File: config.mk
export PLATFORM = sky130hd
export DESIGN_NAME = instr_ring_buffer
export DESIGN_NICKNAME = d
export VERILOG_FILES = /design/src/rtl/instr_ring_buffer.sv
export SDC_FILE = /design/constraint.sdc
export NUM_CORES = 1
export LEC_CHECK = 0
export CELL_PAD_IN_SITES_DETAIL_PLACEMENT = 0
export CELL_PAD_IN_SITES_GLOBAL_PLACEMENT = 1
export CORE_MARGIN = 2
export CORE_UTILIZATION = 54
export CTS_CLUSTER_DIAMETER = 60
export CTS_CLUSTER_SIZE = 40
export DETAILED_ROUTE_END_ITERATION = 12
export PLACE_DENSITY_LB_ADDON = 0.2
export RECOVER_POWER = 100
export SYNTH_ARGS = -nofsm -noshare
export SYNTH_HDL_FRONTEND = slang
export SYNTH_SLANG_ARGS = --single-unit
File: constraint.sdc
create_clock -name clk -period 7.1 [get_ports clk]
set_input_delay 0.71 -clock clk [delete_from_list [all_inputs] [get_ports clk]]
set_output_delay 0.71 -clock clk [all_outputs]
set_load 0.03 [all_outputs]
File: src/rtl/instr_ring_buffer.sv
// Circular instruction buffer between fetch and decode/issue, with flush and look-ahead peek.
// Latency: enqueue to out_valid 1 cycle (no bypass); head is first-word-fall-through; peek is registered (1 cycle).
// Backpressure: in_ready drops when full or flushing; a pop while full frees space only on the next cycle.
module instr_ring_buffer #(
  parameter int INSTR_W   = 32,
  parameter int DEPTH     = 16,
  parameter int DROP_NULL = 1
) (
  input  logic                       clk,
  input  logic                       rst,
  input  logic                       in_valid,
  input  logic [INSTR_W-1:0]         in_instr,
  output logic                       in_ready,
  output logic                       out_valid,
  output logic [INSTR_W-1:0]         out_instr,
  input  logic                       out_ready,
  input  logic                       flush,
  input  logic [$clog2(DEPTH)-1:0]   peek_index,
  output logic [INSTR_W-1:0]         peek_instr,
  output logic                       peek_valid,
  output logic [$clog2(DEPTH):0]     count,
  output logic                       full,
  output logic                       empty
);

  localparam int AW = $clog2(DEPTH);
  localparam logic [AW:0] FULL_CNT = (AW+1)'(DEPTH);

  logic [AW-1:0]      wr_ptr;
  logic [AW-1:0]      rd_ptr;
  logic [AW:0]        count_q;
  logic [DEPTH-1:0]   valid_q;
  logic [INSTR_W-1:0] mem [DEPTH];

  logic               push;
  logic               is_null;
  logic               store;
  logic               pop;
  logic [AW-1:0]      peek_addr;

  // Handshake decode; a dropped null word completes the handshake but is never stored.
  always_comb begin
    full      = (count_q == FULL_CNT);
    empty     = (count_q == '0);
    count     = count_q;
    in_ready  = !full && !flush;
    push      = in_valid && in_ready;
    is_null   = (DROP_NULL != 0) && (in_instr == '0);
    store     = push && !is_null;
    out_valid = valid_q[rd_ptr];
    out_instr = mem[rd_ptr];
    pop       = out_valid && out_ready && !flush;
    peek_addr = rd_ptr + peek_index;
  end

  // Pointers, occupancy and per-entry valid bits; flush returns everything to the reset layout.
  always_ff @(posedge clk) begin
    if (rst || flush) begin
      wr_ptr  <= '0;
      rd_ptr  <= '0;
      count_q <= '0;
      valid_q <= '0;
    end else begin
      if (store) begin
        valid_q[wr_ptr] <= 1'b1;
        wr_ptr          <= wr_ptr + 1'b1;
      end
      if (pop) begin
        valid_q[rd_ptr] <= 1'b0;
        rd_ptr          <= rd_ptr + 1'b1;
      end
      case ({store, pop})
        2'b10:   count_q <= count_q + 1'b1;
        2'b01:   count_q <= count_q - 1'b1;
        default: count_q <= count_q;
      endcase
    end
  end

  // Data array has no reset; only slots marked valid are ever observed as live.
  always_ff @(posedge clk) begin
    if (!rst && store) begin
      mem[wr_ptr] <= in_instr;
    end
  end

  // Look-ahead read sampled against the pre-edge head and occupancy.
  always_ff @(posedge clk) begin
    if (rst) begin
      peek_instr <= '0;
      peek_valid <= 1'b0;
    end else begin
      peek_instr <= mem[peek_addr];
      peek_valid <= ({1'b0, peek_index} < count_q) && !flush;
    end
  end

endmodule
# Yosys cells after proc, flatten, opt, wreduce, memory -nomap -nowiden
# Memory sizes are Yosys's and may differ from the RTL's. A register that Yosys moved wholly into a read port is not among the register bits.
# Cells that the tools add are included.
word_totals:
  ff_bits: 30
  latchBits: 0
  ram_bits: 512
  rom_bits: 0
  inputBits: 41
  out_inout_bits: 74
  memories: 1
mem_list:
  columns: ["memory", "depth", "word_bits", "read_ports", "rd_ports_with_merged_regs", "write_ports", "line_no", "rtl"]
  rows:
  - ["mem", 16, 32, 2, 2, 1, "33", "logic [INSTR_W-1:0] mem [DEPTH];"]
classes:
  addsub: 5
  mul: 0
  div_mod_pow: 0
  magnitude_cmp: 5
  eq_ne: 3
  shift: 0
  n_mux: 14
  n_bitwise: 3
  n_reduce_logical: 17
op_table:
  columns: ["operator", "count"]
  rows:
  - ["2-to-1 mux 16 bit", 3]
  - ["zero test 32 bit", 1]
  - ["AND 16 bit", 1]
  - ["NOT 16 bit", 1]
  - ["bitwise OR 16 bit", 1]
  - ["less-than comparator 4 x 5 -> 1 bit, second input constant", 2]
  - ["case mux 5 bit (2 select lines)", 1]
  - ["logical AND 1 bit", 9]
  - ["adder 4 x 1 -> 4 bit, second input constant", 2]
  - ["demux 1 bit (select 4 bit)", 2]
  - [">= comparator 4 x 1 -> 1 bit, second input constant", 2]
  - ["2-to-1 mux 4 bit", 2]
  - ["adder 5 x 1 -> 5 bit, second input constant", 1]
  - ["== test 5 bit, second input constant", 1]
  - ["zero test 5 bit", 1]
  - ["less-than comparator 4 x 5 -> 1 bit", 1]
  - ["2-to-1 mux 1 bit", 5]
  - ["subtractor 5 x 1 -> 5 bit, second input constant", 1]
  - ["adder 4 bit", 1]
  - ["binary-select mux 1 bit (select 4 bit)", 1]
  - ["zero test 1 bit", 4]
  - ["== test 2 x 1 -> 1 bit, second input constant", 1]
  - ["== test 2 bit, second input constant", 1]
  - ["nonzero test 2 bit", 1]
  - ["logical OR 1 bit", 1]

# Depth between registers and ports, before layout
# Gate-level depths: netlist of run 1.
depth:
  word_depth: 9
  ltp_mapped: 15
  depth_no_buf: 12

# Least setup slack after synthesis of run 1
# Ideal clock, no wire load.
synth_path:
  kind: "register to register"
  startpoint: "register count_q[1] (netlist: count[1])"
  endpoint: "memory mem[0][0], enable pin"
  setup_time_ns: 0.501
  arrival_time_ns: 4.700
  required_ns: 6.599
  path_slack_ns: 1.898
  path_stages_with_launch: 8
  path_buffers: 2
  synth_period_minus_slack_ns: 5.202
  cell_sequence: "dfxtp_1 -> buf_2 -> nor4_1 -> a211oi_1 -> o21a_1 -> buf_4 -> nand2_1 -> nor4_1"
synth_between:
  elab_chain_len: 8
synth_lines:
  columns: ["item", "line_no", "rtl"]
  rows:
  - ["start, declared", "31", "logic [AW:0] count_q;"]
  - ["start signal, assigned", "73", "2'b10: count_q <= count_q + 1'b1;"]
  - ["start signal, assigned", "74", "2'b01: count_q <= count_q - 1'b1;"]
  - ["start signal, assigned", "75", "default: count_q <= count_q;"]
  - ["== test 5 bit", "43", "full = (count_q == FULL_CNT);"]
  - ["zero test 1 bit", "46", "in_ready = !full && !flush;"]
  - ["logical AND 1 bit", "46", null]
  - ["logical AND 1 bit", "47", "push = in_valid && in_ready;"]
  - ["logical AND 1 bit", "49", "store = push && !is_null;"]
  - ["logical AND 1 bit", "82", "if (!rst && store) begin"]
  - ["2-to-1 mux 1 bit", "82", null]
  - ["2-to-1 mux 1 bit (implied by the code)", "83", "mem[wr_ptr] <= in_instr;"]
  - ["end, declared", "33", null]
# Every way passes these cells.

# Worst setup path in the final report of run 1
layout_path:
  startpoint: "input in_instr[25]"
  endpoint: "memory mem[6][23], enable pin"
layout_between:
  elab_chain_len: 6
layout_lines:
  columns: ["item", "line_no", "rtl"]
  rows:
  - ["start, declared", "12", "input logic [INSTR_W-1:0] in_instr,"]
  - ["zero test 32 bit", "48", "is_null = (DROP_NULL != 0) && (in_instr == '0);"]
  - ["zero test 1 bit", "49", null]
  - ["logical AND 1 bit", "49", null]
  - ["logical AND 1 bit", "82", null]
  - ["2-to-1 mux 1 bit", "82", null]
  - ["2-to-1 mux 1 bit (implied by the code)", "83", null]
# Every way passes these cells.

==> results of run 1 <==
==> how the worst max path moves through the flow <==
stage	start	end	depth (start not counted)
final	in_instr[25]	mem[6][23]	7
after global placement	in_instr[25]	count[4]	13
after global routing	in_instr[25]	mem[0][20]	7
after detailed placement	in_instr[25]	count[4]	13
after floorplan	count[1]	mem[0][0]	7
after CTS	register	out_instr[13]	4
==> cell usage after synthesis, types with 3 or more instances <==
cell type	number	area share (%)
sky130_fd_sc_hd__nor3_1	15	0.29
sky130_fd_sc_hd__buf_4	16	0.46
sky130_fd_sc_hd__clkbuf_1	47	0.68
sky130_fd_sc_hd__a21o_1	3	0.086
sky130_fd_sc_hd__o211ai_1	3	0.086
sky130_fd_sc_hd__dfxtp_1	66	5.1
sky130_fd_sc_hd__buf_1	3	0.043
sky130_fd_sc_hd__inv_1	13	0.19
sky130_fd_sc_hd__a311oi_1	4	0.13
sky130_fd_sc_hd__mux2i_1	38	1.5
sky130_fd_sc_hd__nand2b_1	4	0.096
sky130_fd_sc_hd__xor2_1	6	0.20
sky130_fd_sc_hd__ha_1	17	0.82
sky130_fd_sc_hd__buf_2	29	0.56
sky130_fd_sc_hd__edfxtp_1	512	59
sky130_fd_sc_hd__xnor2_1	3	0.10
sky130_fd_sc_hd__a21oi_1	9	0.17
sky130_fd_sc_hd__mux4_2	289	25
sky130_fd_sc_hd__nor4_1	14	0.34
sky130_fd_sc_hd__nor2_1	12	0.17
sky130_fd_sc_hd__a211oi_1	78	2.2
sky130_fd_sc_hd__nor2b_1	38	0.91
sky130_fd_sc_hd__o21ai_0	4	0.077
sky130_fd_sc_hd__a31oi_1	16	0.38
sky130_fd_sc_hd__nand2_1	16	0.23
==> cell families (layout without fill, tap and decap cells) <==
kind of cell	count (synthesis)	in the layout	share of synthesized area [%]
compound gates	124	124	3.45
buf+inv	111	241	2.03
mux	330	330	26.6
flops	578	578	64.1
xor+xnor	10	10	0.365
fa+ha+maj	18	18	0.893
simple gates	116	116	2.51
==> metal layers <==
layer	share of wire [%]	GRT usage (%)	vias up	routed length [um]
met3	7.7	4.56	97	4920
met5	0.042	0	-	27
met4	2.4	6.84	4	1510
met1	39	35.6	7601	24900
li1	-	-	5753	-
met2	51	43.9	690	32400
==> worst max-delay path: stages <==
cell and delay, ns:
sky130_fd_sc_hd__dlygate4sd3_1 0.92, sky130_fd_sc_hd__nor4_1 0.23, sky130_fd_sc_hd__nand4_1 0.30, sky130_fd_sc_hd__o21a_1 0.72, sky130_fd_sc_hd__nand2_1 0.24, sky130_fd_sc_hd__nor3_1 0.72, sky130_fd_sc_hd__clkbuf_1 1.97
==> stage by stage <==
| step | total power [mW] | hold WS (ns) |
|---|---|---|
| 2_1_floorplan | 4.05 | 0.506 |
| 3_3_place_gp | 4.21 | 0.527 |
| 3_5_place_dp | 4.22 | 0.532 |
| 4_1_cts | 6.79 | 0.548 |
| 5_1_grt | 6.93 | 0.572 |
| 6_report | 6.72 | 0.549 |
==> where the power goes <==
part	internal, mW	switching [mW]	total (mW)
Combinational	0.168	0.230	0.398
Sequential	3.71	0.0114	3.72
Clock	1.28	1.32	2.60
==> sequential cells by signal (all words and copies together) (netlist names), named ones only <==
signal      cells
valid_q        16
mem           512
peek_instr     32
count           5
rd_ptr          4
wr_ptr          4
peek_valid      1
==> area by class of cell <==
type / instances / area (um^2)
fillers: 3379 / 18400
flip-flops and latches: 578 / 16700
multi-input cells: 598 / 8850
repair buffers: 151 / 1390
clock buffers: 45 / 1080
well taps: 615 / 769
clock inverters: 32 / 410
inverters: 13 / 48.8
==> out/results.txt, run 1 <==
Worst hold path endpoint -> valid_q[12]
Die height -> 224 um
Hold depth -> 2
Data required, critical path -> 7.24 ns
Aggregate global routing overflow -> 0
Rel. slew slack -> -111%
Tcrit/Tclk final -> 80.5%
Synthesis-to-finish area growth -> 12.3%
Critical path class -> primary input to register
Detailed-route wire length per cell -> 31.4 um
Hold buffers post-CTS -> 0
Slew Viols, Final -> 461
Total vias in the final route -> 14100
Count of state elements after synthesis -> 578
Violated checks -> capacitance limit, slew limit
Maximum frequency from static timing analysis -> 175 MHz
HP Start -> valid_q[12]
Pwr/cell area -> 230 nW/um^2
Number of H-tree levels -> 2
Share of layout cells above drive strength 1 -> 27.7%
Antenna violations before repair -> 4
Initial drt markers -> 1682
Commonest non-fill, non-tap cells in the layout -> 512 x sky130_fd_sc_hd__edfxtp_1, 289 x sky130_fd_sc_hd__mux4_2, 104 x sky130_fd_sc_hd__dlygate4sd3_1
Hold violation count in the final report -> 0
Reg2Reg Capture Point -> mem[6][23]
Crit Reg-Reg Startpoint -> count[0]
Via density per instance -> 6.96
Die width -> 224 um
Initial cell density of the core -> 54.7%
Diodes inserted -> 0
Instance area after placement -> 28000 um^2
Final-layout setup total negative slack -> 0 ns
Placed Instances -> 1955
Post-cts gate resize count -> 0
Number of cells traversed by the worst register-to-register path -> 6
Max-cap viol count -> 17
TritonCTS clock tree -> yes
Finished Layout Cells -> 2032
Core outline area -> 47600 um^2
Peak ir drop on the vdd network -> 0.230 mV
Minimum clock period -> 5.72 ns
Setup Buffers After CTS -> 0
Average cell area after synthesis -> 20.2 um^2
Number of global-route vias before repair -> 14600
CP Max Fanout -> 28
Number of different library cells in the post-synthesis netlist -> 49
Global placement routability congestion -> 0.793
Post-synthesis instance total -> 1287
Layout Skew -> 0.0239 ns
Number of optimization iterations in the first detailed-route pass -> 5
Share of flip-flops with an asynchronous set or reset -> 0%
Reported leakage power -> 8.91 nW
Worst hold path type -> register to register
Worst setup slack after layout -> 1.38 ns
Global-route usage over all layers -> 26.0%
Most common cell after layout, fill and taps aside -> sky130_fd_sc_hd__edfxtp_1
Synth Net Count -> 1346
Worst R2R Setup Slack -> 1.69 ns
Pre-CTS WS -> 1.98 ns
Arrival time worst endpoint -> 5.86 ns
Clock root buffer -> sky130_fd_sc_hd__clkbuf_16
Clock slew at the register clock pins of the worst setup and hold paths -> 0.08 ns
Max Root-Sink Buffers -> 3
Total clock sinks -> 578
Number of flops mapped to enable cells by yosys -> 512
Die ar. -> 50000 um^2
Post-synthesis sequential area ratio -> 64.1%
Global-route wire length before repair -> 94000 um
Setup-violating endpoint count in the final report -> 0
Layout net count -> 1443
Main synth FF type -> sky130_fd_sc_hd__edfxtp_1
Clock buffers created by TritonCTS -> 42
Synthesized area -> 26000 um^2
Setup repair after global routing missed its margin -> no
Std cell rows -> 80
Status -> finished, violations left
Critical Path Sink Type -> register
HPWL after detailed placement -> 35100 um
Utilization after layout -> 61.4%
Count of warnings emitted by yosys -> 0
Boundary pin count -> 115
Total of buffers placed on input and output ports -> 114
Pin count of the biggest net entering global routing -> 93
DRC violation count after routing -> 0
Critical path startpoint category -> primary input
Clk Latency, worst-skew pair -> 0.59 ns
Transition time at the pin with the least slew margin -> 3.17 ns
Final design area excluding fillers -> 29300 um^2
Routed WL -> 63700 um
Final antenna-violating net count -> 0
(Power assumes the default switching activity.)
==> inputs of run 2 (changes only) <==
==> constraint.sdc (replaced) <==
create_clock -name clk -period 5.75 [get_ports clk]
set_input_delay 0.575 -clock clk [delete_from_list [all_inputs] [get_ports clk]]
set_output_delay 0.575 -clock clk [all_outputs]
set_load 0.03 [all_outputs]
==> out/results.txt, run 2 (synthesis gave the netlist of run 1 again) <==
TritonCTS clock tree -> yes (unchanged)
Largest stage delay, worst path -> 1.32 ns (was 1.97 ns)
Clock buffers created by TritonCTS -> 39 (was 42)
Commonest non-fill, non-tap cells in the layout -> 512 x sky130_fd_sc_hd__edfxtp_1, 289 x sky130_fd_sc_hd__mux4_2, 92 x sky130_fd_sc_hd__dlygate4sd3_1 (was 512 x sky130_fd_sc_hd__edfxtp_1, 289 x sky130_fd_sc_hd__mux4_2, 104 x sky130_fd_sc_hd__dlygate4sd3_1)
Boundary pin count -> 115 (unchanged)
Maximum frequency from static timing analysis -> 199 MHz
Clock root buffer -> sky130_fd_sc_hd__clkbuf_16 (unchanged)
Final antenna-violating net count -> 0 (unchanged)
Synthesis-to-finish area growth -> 12.5% (was 12.3%)
Number of global-route vias before repair -> 14700 (was 14600)
Final-layout setup total negative slack -> 0 ns (unchanged)
Rel. slew slack -> -91.0% (was -111%)
Global placement routability congestion -> 0.770 (was 0.793)
Met1 routing resource usage after global routing -> 36.0% (was 35.6%)
Worst hold path type -> register to register (unchanged)
Cell type group with the largest total delay on the critical path -> buffers and inverters (unchanged)
Clock slew at the register clock pins of the worst setup and hold paths -> 0.08 ns (about the same)
Violated checks -> capacitance limit, slew limit (unchanged)
Pin count of the biggest net entering global routing -> 96 (was 93)
Antenna violations before repair -> 5 (was 4)
Detailed-route wire length per cell -> 31.5 um (was 31.4 um)
Top flop regs -> mem x512, peek_instr x32, valid_q x16 (unchanged)
Critical Path Sink Type -> output pin (was register)
Setup repair after global routing missed its margin -> no (unchanged)
Largest register by flop count -> mem (unchanged)
Final-layout fill cell count -> 3329 (was 3379)
Tcrit/Tclk final -> 87.3%
Peak ir drop on the vdd network -> 0.280 mV (was 0.230 mV)
Switching part of the total power -> 23.7% (was 23.3%)
Pwr/cell area -> 276 nW/um^2 (was 230 nW/um^2)
Std cell rows -> 80 (unchanged)
Slew Viols, Final -> 284 (was 461)
Transition time at the pin with the least slew margin -> 2.86 ns (was 3.17 ns)
Global-route usage over all layers -> 26.5% (was 26.0%)
Initial drt markers -> 1660 (was 1682)
Most frequent CP cell -> sky130_fd_sc_hd__mux4_2
Die ar. -> 50000 um^2 (unchanged)
Critical path class -> register to output pin (was primary input to register)
Status -> finished, violations left (unchanged)
Number of H-tree levels -> 2 (unchanged)
Cells traversed along the worst timing path -> clkbuf_4, mux4_2, mux4_2, dlygate4sd3_1 (was dlygate4sd3_1, nor4_1, nand4_1, o21a_1, nand2_1, nor3_1, clkbuf_1)
Setup Buffers After CTS -> 0 (unchanged)
Post-cts gate resize count -> 0 (unchanged)
Aggregate global routing overflow -> 0 (unchanged)
Hold violation count in the final report -> 0 (unchanged)
Max-cap viol count -> 8 (was 17)
Total vias in the final route -> 14100 (about the same)
Cell-internal power -> 6.17 mW (was 5.16 mW)
Clock network power share -> 36.8% (was 38.7%)
Core outline area -> 47600 um^2 (unchanged)
Max Root-Sink Buffers -> 3 (unchanged)
Clk Latency, worst-skew pair -> 0.60 ns (was 0.59 ns)
Via density per instance -> 6.91 (was 6.96)
Layout net count -> 1456 (was 1443)
Routed WL -> 64400 um (was 63700 um)
Reported leakage power -> 8.93 nW (was 8.91 nW)
Setup-violating endpoint count in the final report -> 0 (unchanged)
Total clock sinks -> 578 (unchanged)
Global-route wire length before repair -> 95800 um (was 94000 um)
Critical path's slowest cell -> sky130_fd_sc_hd__clkbuf_4 (was sky130_fd_sc_hd__clkbuf_1)
Layer carrying the most global-route usage -> met2 (unchanged)
Total of buffers placed on input and output ports -> 114 (unchanged)
Number of optimization iterations in the first detailed-route pass -> 6 (was 5)
Critical path startpoint category -> register (was primary input)
Number of flip-flops in the largest register -> 512 (unchanged)
Utilization after layout -> 61.5% (was 61.4%)
Most common cell after layout, fill and taps aside -> sky130_fd_sc_hd__edfxtp_1 (unchanged)
Layout Skew -> 0.0308 ns (was 0.0239 ns)
Die width -> 224 um (unchanged)
Combinational group share of total power -> 6.3% (was 5.9%)
Die height -> 224 um (unchanged)
DRC violation count after routing -> 0 (unchanged)
Share of layout cells above drive strength 1 -> 28.0% (was 27.7%)
Met2 usage in global routing -> 45.0% (was 43.9%)
GR Util met3 -> 4.76% (was 4.56%)
Minimum clock period -> 5.02 ns
Sequential group share of total power -> 56.9% (was 55.4%)
Initial cell density of the core -> 54.7% (unchanged)
Net Sw Power -> 1.92 mW (was 1.57 mW)
Arrival time worst endpoint -> 4.44 ns (was 5.86 ns)
Hold buffers post-CTS -> 0 (unchanged)
Data required, critical path -> 5.18 ns (was 7.24 ns)
HPWL after detailed placement -> 37100 um (was 35100 um)
Count of buffering cells on the critical path with inverters included -> 2 (unchanged)
CP Max Fanout -> 95 (was 28)
## run 2: cell count changes in the layout (fill, tap and decap cells not counted), moves of 3 or more
| cell | delta |
|---|---|
| sky130_fd_sc_hd__buf_4 | +3 |
| sky130_fd_sc_hd__buf_12 | +7 |
| sky130_fd_sc_hd__clkbuf_16 | -4 |
| sky130_fd_sc_hd__clkbuf_2 | +4 |
| sky130_fd_sc_hd__clkdlybuf4s50_1 | +12 |
| sky130_fd_sc_hd__clkinv_8 | +4 |
| sky130_fd_sc_hd__inv_12 | -3 |
| sky130_fd_sc_hd__dlygate4sd3_1 | -12 |
## run 2: worst paths after layout
kind / start / endpoint / slack [ns] / depth (start not counted)
max reg2reg: rd_ptr[1] / peek_instr[7] / 0.94 / 6
min: valid_q[12] / valid_q[12] / 0.54 / 2
min reg2reg: valid_q[12] / valid_q[12] / 0.54 / 2
max: register / out_instr[29] / 0.73 / 4
## run 2: power groups by stage
stage	Sequential, mW	Clock, mW	Combinational (mW)
floorplan	4.73	0	0.270
global placement	4.69	0	0.523
detailed placement	4.69	0	0.528
CTS	4.60	3.02	0.530
global route	4.60	3.16	0.542
finish	4.60	2.98	0.508
## run 2: layout make-up
type / count / area (um^2) / share of cell area [%]
Clock buffer: 43 / 991 / 3.38
Clock inverter: 29 / 362 / 1.23
Antenna cell: 2 / 5.00 / 0.0171
Inverter: 13 / 48.8 / 0.167
Timing Repair Buffer: 167 / 1580 / 5.41
Tap cell: 615 / 769 / 2.63
Sequential cell: 578 / 16700 / 57.0
Multi-Input combinational cell: 598 / 8830 / 30.1
## run 2: worst min-delay path: cells and delay by family, from the launching register on
kind	cells	cell delay [ns]
AO/OA/AOI/OAI	2	0.18
flip-flops	1	0.31
## run 2: metrics by stage
stage	power [mW]	hold WS, ns	std cells	cell area (um^2)	setup WS, ns
after CTS	8.15	0.537	2043	29500	1.31
after global routing	8.30	0.565	2045	29300	0.610
after global placement	5.21	0.527	1971	28200	1.17
after floorplan	5.00	0.506	1287	26000	0.548
final	8.08	0.535	2045	29300	0.732
after detailed placement	5.22	0.527	1971	28200	1.14
## run 2: routing by layer
layer  wire length (um)  up-vias  part of all wire (%)
met3               5200      100                   8.1
met5                  7        -                 0.011
met2              33000      655                    51
li1                   -     5774                     -
met1              24600     7590                    38
met4               1510        2                   2.3
